**src/rtl/gtx_pattern_pkg.sv**
```systemverilog
// Shared definition of the GTX loopback test frame: 12 K characters followed by
// a 0x00..0xFF data ramp. Used by both the transmit generator and the checker.
package gtx_pattern_pkg;

    localparam int FRAME_LEN = 268;
    localparam int K_LEN     = 12;

    localparam logic [8:0] POS_LAST  = 9'd267;
    localparam logic [8:0] K_LEN_POS = 9'd12;

    localparam logic [7:0] K28_0 = 8'h1C;
    localparam logic [7:0] K28_1 = 8'h3C;
    localparam logic [7:0] K28_2 = 8'h5C;
    localparam logic [7:0] K28_3 = 8'h7C;
    localparam logic [7:0] K28_4 = 8'h9C;
    localparam logic [7:0] K28_5 = 8'hBC;
    localparam logic [7:0] K28_6 = 8'hDC;
    localparam logic [7:0] K28_7 = 8'hFC;
    localparam logic [7:0] K23_7 = 8'hF7;
    localparam logic [7:0] K27_7 = 8'hFB;
    localparam logic [7:0] K29_7 = 8'hFD;
    localparam logic [7:0] K30_7 = 8'hFE;

    typedef enum logic [1:0] {
        ST_SEARCH = 2'd0,
        ST_VERIFY = 2'd1,
        ST_LOCKED = 2'd2
    } state_e;

    // K character sent at header slot idx (0..11)
    function automatic logic [7:0] k_char(input logic [3:0] idx);
        logic [7:0] val;
        case (idx)
            4'd0:    val = K28_0;
            4'd1:    val = K28_1;
            4'd2:    val = K28_2;
            4'd3:    val = K28_3;
            4'd4:    val = K28_4;
            4'd5:    val = K28_5;
            4'd6:    val = K28_6;
            4'd7:    val = K28_7;
            4'd8:    val = K23_7;
            4'd9:    val = K27_7;
            4'd10:   val = K29_7;
            4'd11:   val = K30_7;
            default: val = 8'h00;
        endcase
        return val;
    endfunction

endpackage

```
**src/rtl/rx_pattern_ref.sv**
```systemverilog
// Combinational frame reference: expected symbol (byte + K flag) at a frame position.
module rx_pattern_ref
    import gtx_pattern_pkg::*;
(
    input  logic [8:0] pos,
    output logic [7:0] exp_data,
    output logic       exp_k
);

    // Header slots come from the K table, the rest is the ramp pos-12
    always_comb begin
        exp_data = 8'h00;
        exp_k    = 1'b0;
        if (pos < K_LEN_POS) begin
            exp_k    = 1'b1;
            exp_data = k_char(pos[3:0]);
        end else begin
            exp_k    = 1'b0;
            exp_data = 8'(pos - K_LEN_POS);
        end
    end

endmodule

```
**config.mk**
```make
export PLATFORM = sky130hd
export DESIGN_NAME = rx_pattern_ref
export DESIGN_NICKNAME = d
export VERILOG_FILES = /design/src/rtl/gtx_pattern_pkg.sv /design/src/rtl/rx_pattern_ref.sv
export SDC_FILE = /design/constraint.sdc
export NUM_CORES = 1
export LEC_CHECK = 0
export BUFFER_PORTS_ARGS = -buffer_cell sky130_fd_sc_hd__buf_2
export CAP_MARGIN = 20
export CORE_AREA = 2 2 39 41
export DETAILED_ROUTE_END_ITERATION = 12
export DIE_AREA = 0 0 41 43
export PLACE_DENSITY = 0.39
export SLEW_MARGIN = 30
export SYNTH_ARGS = -nofsm -noshare
export SYNTH_HDL_FRONTEND = slang
export SYNTH_SLANG_ARGS = --single-unit
```
**constraint.sdc**
```tcl
create_clock -name vclk -period 1.7
set_clock_uncertainty 0.1 [all_clocks]
set_input_delay 0.17 -clock vclk [all_inputs]
set_output_delay 0.17 -clock vclk [all_outputs]
set_load 0.01 [all_outputs]
```
==> impl_metrics.json, run 1 <==
{
  "hold_viol": 0,
  "synthesis.area_um2": 231,
  "p_per_area_nw_per_um2": 238,
  "antenna_found_initial": 0,
  "power_mw": 0.0943,
  "dieArea_um2": 1760,
  "maxCapViolCount": 0,
  "synth.avg_cell_area_um2": 7.23,
  "wl_per_cell_um": 9.15,
  "min_to": "exp_data[0]",
  "seq_cells": 0,
  "drt-total-wl_um": 659,
  "num_vias": 316,
  "drive_gt1_frac": 0.536,
  "worst-endpoint-arrival_ps": 1390,
  "required_ps": 1430,
  "routed_via_density": 4.39,
  "worst_pin_slew_ps": 211,
  "hpwl_um": 551,
  "placed_cell_area_um2": 372,
  "timing.final.crit_share": 0.975,
  "synth.distinct_cells": 18,
  "hold_path_startpoint": "pos[0]",
  "peakVddDrop_v": 0.000100,
  "critPathMaxFanout": 4,
  "synth-seq-area-share": 0,
  "fin_crit_ps": 1660,
  "critPathCaptureType": "output port",
  "finalInstanceArea_um2": 397,
  "fmax_mhz": 603,
  "finalSetupViolCount": 0,
  "leakage_nw": 0.188,
  "status": "finished, final reports clean",
  "hp-class": "input pin to output port",
  "drcViolationCount": 0,
  "first_pass_iters": 1,
  "drt_iter0_drc": 0,
  "clkbuf_count": 0,
  "synth_cells": 32,
  "post-route-util": 0.287,
  "coreArea_um2": 1380,
  "critical_path.startpoint": "pos[3]",
  "die_w_um": 41,
  "portBuffers": 18,
  "finalMaxSlewViolations": 0,
  "grt_max_degree": 10,
  "drtAntennaViolNets": 0,
  "postCtsHoldBufs": 0,
  "synth.net_count": 43,
  "ios": 18,
  "n_antenna_cell": 0,
  "gp_congestion": 0.722,
  "synth_warnings": 0,
  "synthToLayoutAreaGrowth_pct": 71.4,
  "nets": 69,
  "grt_pass1_wl_mm": 1.04,
  "start_util": 0.167,
  "startpoint_type": "input pin",
  "crit_type": "input pin to output port",
  "grt_overflow": 0,
  "relSlewSlack": 0.858,
  "die_h_um": 43,
  "fp-row-count": 14,
  "whs_ps": 596,
  "seq_area_um2": 0,
  "grt_pass1_vias": 260,
  "hold_depth": 3,
  "grt_use_total": 0.0779
}
==> worst max-delay path: stages <==
cell	delay [ps]
buf_2	100
a211o_1	350
or3_4	350
o31a_1	280
buf_2	140
==> cells by family (layout without fill, tap and decap cells) <==
group | count (synthesis) | after routing | synth area share
AO/OA/AOI/OAI | 11 | 11 | 0.286
multiplexers | 5 | 5 | 0.232
AND/OR/NAND/NOR | 9 | 9 | 0.227
buffers and inverters | 2 | 26 | 0.0324
XOR/XNOR | 3 | 3 | 0.114
adder cells (fa/ha/maj) | 2 | 2 | 0.108
==> worst max path at each step <==
stage	to	cells after the start
finish	exp_data[5]	5
global route	exp_data[4]	6
CTS	exp_data[5]	5
detailed placement	exp_data[5]	5
global placement	exp_data[5]	5
floorplan	exp_data[0]	3
==> synthesized netlist by cell type <==
master	n	share of area
nor3_1	1	0.022
xor2_1	2	0.076
nand2_1	1	0.016
nand2b_1	1	0.027
nor2_1	2	0.032
inv_1	2	0.032
a21oi_1	3	0.065
a211o_1	1	0.038
xnor2_1	1	0.038
o2bb2ai_1	1	0.038
or3_1	2	0.054
o21ai_0	5	0.11
o31a_1	1	0.038
nor4_1	1	0.027
ha_1	2	0.11
mux2i_1	2	0.086
mux2_2	3	0.15
nor2_4	1	0.049
==> power by group <==
group	total [mW]	leakage (nW)	internal (mW)	switching, mW
logic	0.0943	0.188	0.0469	0.0474
registers	0	0	0	0
clock network	0	0	0	0
total	0.0943	0.188	0.0469	0.0474
==> cell type report <==
cell class | instances | area, um2
inverter | 2 | 7.51
tap | 16 | 20.0
timing repair buffer | 24 | 135
multi-input combinational | 30 | 234
fill | 162 | 987
==> layout by cell type (no fill, tap or decap), drive strengths merged <==
master / synthesis / routed
a211o: 1 / 1
a21oi: 3 / 3
buf: 0 / 24
ha: 2 / 2
inv: 2 / 2
mux2: 3 / 3
mux2i: 2 / 2
nand2: 1 / 1
nand2b: 1 / 1
nor2: 3 / 3
nor3: 1 / 1
nor4: 1 / 1
o21ai: 5 / 5
o2bb2ai: 1 / 1
o31a: 1 / 1
or3: 2 / 2
xnor2: 1 / 1
xor2: 2 / 2
==> routing by layer <==
layer / vias up / GRT usage / share of wire
li1: 170 / - / -
met1: 139 / 0.114 / 0.46
met2: 7 / 0.131 / 0.50
met3: 0 / 0 / 0.044
met4: 0 / 0 / 0
met5: - / 0 / 0
==> metrics by stage <==
step                      TNS, ps  instances  setup slack (ps)
after global routing       -0.894         72            -0.894
after CTS                       0         70              29.8
after floorplan                 0         32               245
after global placement          0         70              28.5
final                           0         72              42.7
after detailed placement        0         70              32.4
==> repair_timing <==
| item | in CTS | in global routing |
|---|---|---|
| resized for setup | 0 | 2 |
| buffers inserted | 0 | 2 |
| hold endpoints to repair | 0 | 0 |
| endpoints found under the setup margin | 0 | 2 |
Power figures use the tool's default switching activity.
==> run 2, diff against run 1 <==
Settings changed: PLACE_DENSITY 0.39 to 0.5.
==> impl_metrics.json, run 2 (synthesized netlist as in run 1, its figures left out) <==
{
  "status": "finished, final reports clean",
  "relSlewSlack": 0.828,
  "coreArea_um2": 1380,
  "portBuffers": 18,
  "n_antenna_cell": 0,
  "synthToLayoutAreaGrowth_pct": 63.2,
  "worst-endpoint-arrival_ps": 1390,
  "crit_type": "input pin to output port",
  "peakVddDrop_v": 0.0000834,
  "finalMaxSlewViolations": 0,
  "setup_tns_ps": 0,
  "maxCapViolCount": 0,
  "placed_cell_area_um2": 364,
  "start_util": 0.167,
  "critPathCaptureType": "output port",
  "seq_cells": 0,
  "seq_area_um2": 0,
  "grt_max_degree": 10,
  "first_pass_iters": 4,
  "leakage_nw": 0.173,
  "p_per_area_nw_per_um2": 246,
  "clkbuf_count": 0,
  "hp-class": "input pin to output port",
  "layout.cells.most_common": "buf_2",
  "fp-row-count": 14,
  "wl_per_cell_um": 9.94,
  "fillerInstances": 162,
  "grt_overflow": 0,
  "hpwl_um": 562,
  "worst_pin_slew_ps": 256,
  "num_vias": 305,
  "dieArea_um2": 1760,
  "required_ps": 1430,
  "drcViolationCount": 0,
  "fmax_mhz": 601,
  "timing.final.crit_share": 0.978,
  "multi_input_area_um2": 238,
  "drt_iter0_drc": 7,
  "fin_crit_ps": 1660,
  "nets": 66,
  "ios": 18,
  "startpoint_type": "input pin",
  "grt_pass1_wl_mm": 1.09,
  "die_h_um": 43,
  "finalInstanceArea_um2": 378,
  "drt-total-wl_um": 686,
  "grt_use_total": 0.0819,
  "final_cell_mix": "buf_2, o21ai_0, a21oi_1, mux2_2, buf_4",
  "finalSetupViolCount": 0,
  "die_w_um": 41,
  "hold_depth": 3,
  "drtAntennaViolNets": 0,
  "antenna_found_initial": 0,
  "drive_gt1_frac": 0.509,
  "min_to": "exp_data[5]",
  "hold_viol": 0,
  "rsz0062_at_grt": "false",
  "critPathMaxFanout": 4,
  "grt_pass1_vias": 261,
  "hold_path_startpoint": "pos[8]",
  "gp_congestion": 0.718,
  "routed_via_density": 4.42
}
## run 2: cell types whose count changed in the layout (fill, tap and decap cells not counted), sizes merged
cell | before | now
buf | 24 | 21
## run 2: routing by layer
metal	routed length (um)	global-route usage	up-vias	share of wire
met1	352	0.136	131	0.51
met4	0	0	0	0
met5	0	0	-	0
met3	34	0	0	0.050
li1	-	-	164	-
met2	299	0.122	10	0.44
## run 2: worst max path at each step
stage / from / endpoint / slack, ps / cells past startpoint
finish: pos[2] / exp_data[5] / 40 / 5
global route: pos[2] / exp_data[5] / 2 / 5
CTS: pos[2] / exp_data[5] / 20 / 5
detailed placement: pos[2] / exp_data[5] / 30 / 5
global placement: pos[2] / exp_data[5] / 40 / 5
floorplan: pos[6] / exp_data[0] / 250 / 3
## run 2: cell type report
class / instances / area share
Timing Repair Buffer: 21 / 0.298
Tap cell: 16 / 0.0530
Multi-Input combinational cell: 30 / 0.629
Inverter: 2 / 0.0199
## run 2: worst max-delay path, cell delays in order
cell     delay [ps]
buf_2           110
a211o_4         360
or3_4           330
o31a_1          280
buf_2           140
## run 2: per-stage QoR
stage               worst slack [ps]  hold slack [ps]  cells  total power, mW  utilization
global route                    1.55              616     69            0.105        0.273
global placement                44.7              579     69           0.0904        0.263
finish                          37.2              587     69           0.0931        0.273
detailed placement              30.6              583     69           0.0904        0.263
CTS                             24.5              592     69           0.0910        0.263
floorplan                        245              316     32           0.0452            -
## run 2: timing repair
action                     in CTS  in global routing
setup buffers                   0                  0
setup endpoints to repair       0                  1
hold buffers                    0                  0
resized for setup               0                  2
## run 2: power by group
group	internal, mW	switching (mW)	total, mW	leakage, nW
Sequential	0	0	0	0
Combinational	0.0443	0.0488	0.0931	0.173
Clock	0	0	0	0
==> run 3, diff against run 2 <==
Settings changed: SETUP_SLACK_MARGIN from default to 0.5.
==> impl_metrics.json, run 3 (synthesized netlist as in run 1, its figures left out) <==
{
  "die_w_um": 41,
  "multi_input_area_um2": 258,
  "startpoint_type": "input pin",
  "coreArea_um2": 1380,
  "drt-total-wl_um": 809,
  "wl_per_cell_um": 10.8,
  "grt_overflow": 0,
  "worst-endpoint-arrival_ps": 1360,
  "fmax_mhz": 612,
  "status": "finished, final reports clean",
  "relSlewSlack": 0.845,
  "drcViolationCount": 0,
  "power_mw": 0.122,
  "start_util": 0.167,
  "critPathCaptureType": "output port",
  "die_h_um": 43,
  "grt_max_degree": 10,
  "final_cell_mix": "buf_6, buf_2, buf_4",
  "placed_cell_area_um2": 380,
  "drtAntennaViolNets": 0,
  "hp-class": "input pin to output port",
  "finalMaxSlewViolations": 0,
  "fp-row-count": 14,
  "maxCapViolCount": 0,
  "layout.cells.most_common": "buf_6",
  "wl_met1_um": 393,
  "seq_area_um2": 0,
  "finalSetupViolCount": 0,
  "routed_via_density": 4.41,
  "peakVddDrop_v": 0.0000753,
  "dieArea_um2": 1760,
  "hpwl_um": 611,
  "num_vias": 331,
  "seq_cells": 0,
  "p_per_area_nw_per_um2": 240,
  "timing.final.crit_share": 0.961,
  "required_ps": 1430,
  "wl_met3_um": 65,
  "clkbuf_count": 0,
  "wl_met2_um": 351,
  "portBuffers": 18,
  "nets": 72,
  "leakage_nw": 0.236,
  "drt_iter0_drc": 1,
  "rsz0062_at_grt": "true",
  "critical_path.startpoint": "pos[3]",
  "drive_gt1_frac": 0.593,
  "grt_pass1_wl_mm": 1.17,
  "postCtsHoldBufs": 0,
  "fillerInstances": 157,
  "first_pass_iters": 2,
  "worst_pin_slew_ps": 231,
  "antenna_found_initial": 0,
  "hold_path_startpoint": "pos[0]",
  "ios": 18,
  "fin_crit_ps": 1630,
  "grt_pass1_vias": 292,
  "hold_viol": 0,
  "grt_use_total": 0.0879,
  "crit_type": "input pin to output port",
  "finalInstanceArea_um2": 510,
  "n_antenna_cell": 0,
  "critPathMaxFanout": 4,
  "setup_tns_ps": 0,
  "gp_congestion": 0.709,
  "synthToLayoutAreaGrowth_pct": 121,
  "maxUsedRoutingLayer": "met3"
}
-- run 3: changes by cell type in the layout (fill, tap and decap cells not counted), sizes merged --
| cell | change |
|---|---|
| buf | +6 |
-- run 3: critical path, stage by stage --
cell,delay [ps]
buf_6,100
a211o_4,350
or3_4,340
o31a_1,280
buf_2,140
-- run 3: report_power, final --
group / internal [mW] / switching (mW) / total, mW
combinational: 0.0682 / 0.0542 / 0.122
clock: 0 / 0 / 0
sequential: 0 / 0 / 0
total: 0.0682 / 0.0542 / 0.122
-- run 3: stage by stage --
stage | hold slack (ps) | setup WS, ps | std cells | utilization
floorplan | 316 | 284 | 32 | -
global placement | 591 | 46.6 | 69 | 0.275
detailed placement | 596 | 41.0 | 69 | 0.275
CTS | 591 | 67.3 | 75 | 0.343
global route | 604 | 41.3 | 75 | 0.369
finish | 586 | 66.0 | 75 | 0.369
-- run 3: final cells by class --
type | count | area share
Tap cell | 16 | 0.0392
Inverter | 2 | 0.0147
Multi-Input combinational cell | 30 | 0.505
Timing Repair Buffer | 27 | 0.441
-- run 3: final timing paths --
| kind | end | cells after the start | slack [ps] |
|---|---|---|---|
| max | exp_data[5] | 5 | 70 |
| min | exp_data[0] | 3 | 590 |
-- run 3: timing repair --
item                                    CTS  global route
setup buffers                             6             0
endpoints found under the setup margin    9             9
resized for setup                         9             7
pin swaps                                 3             1
-- run 3: routing by layer --
layer,vias up,global-route usage
met4,0,0
met2,14,0.144
met5,-,0
li1,174,-
met3,0,0
met1,143,0.133
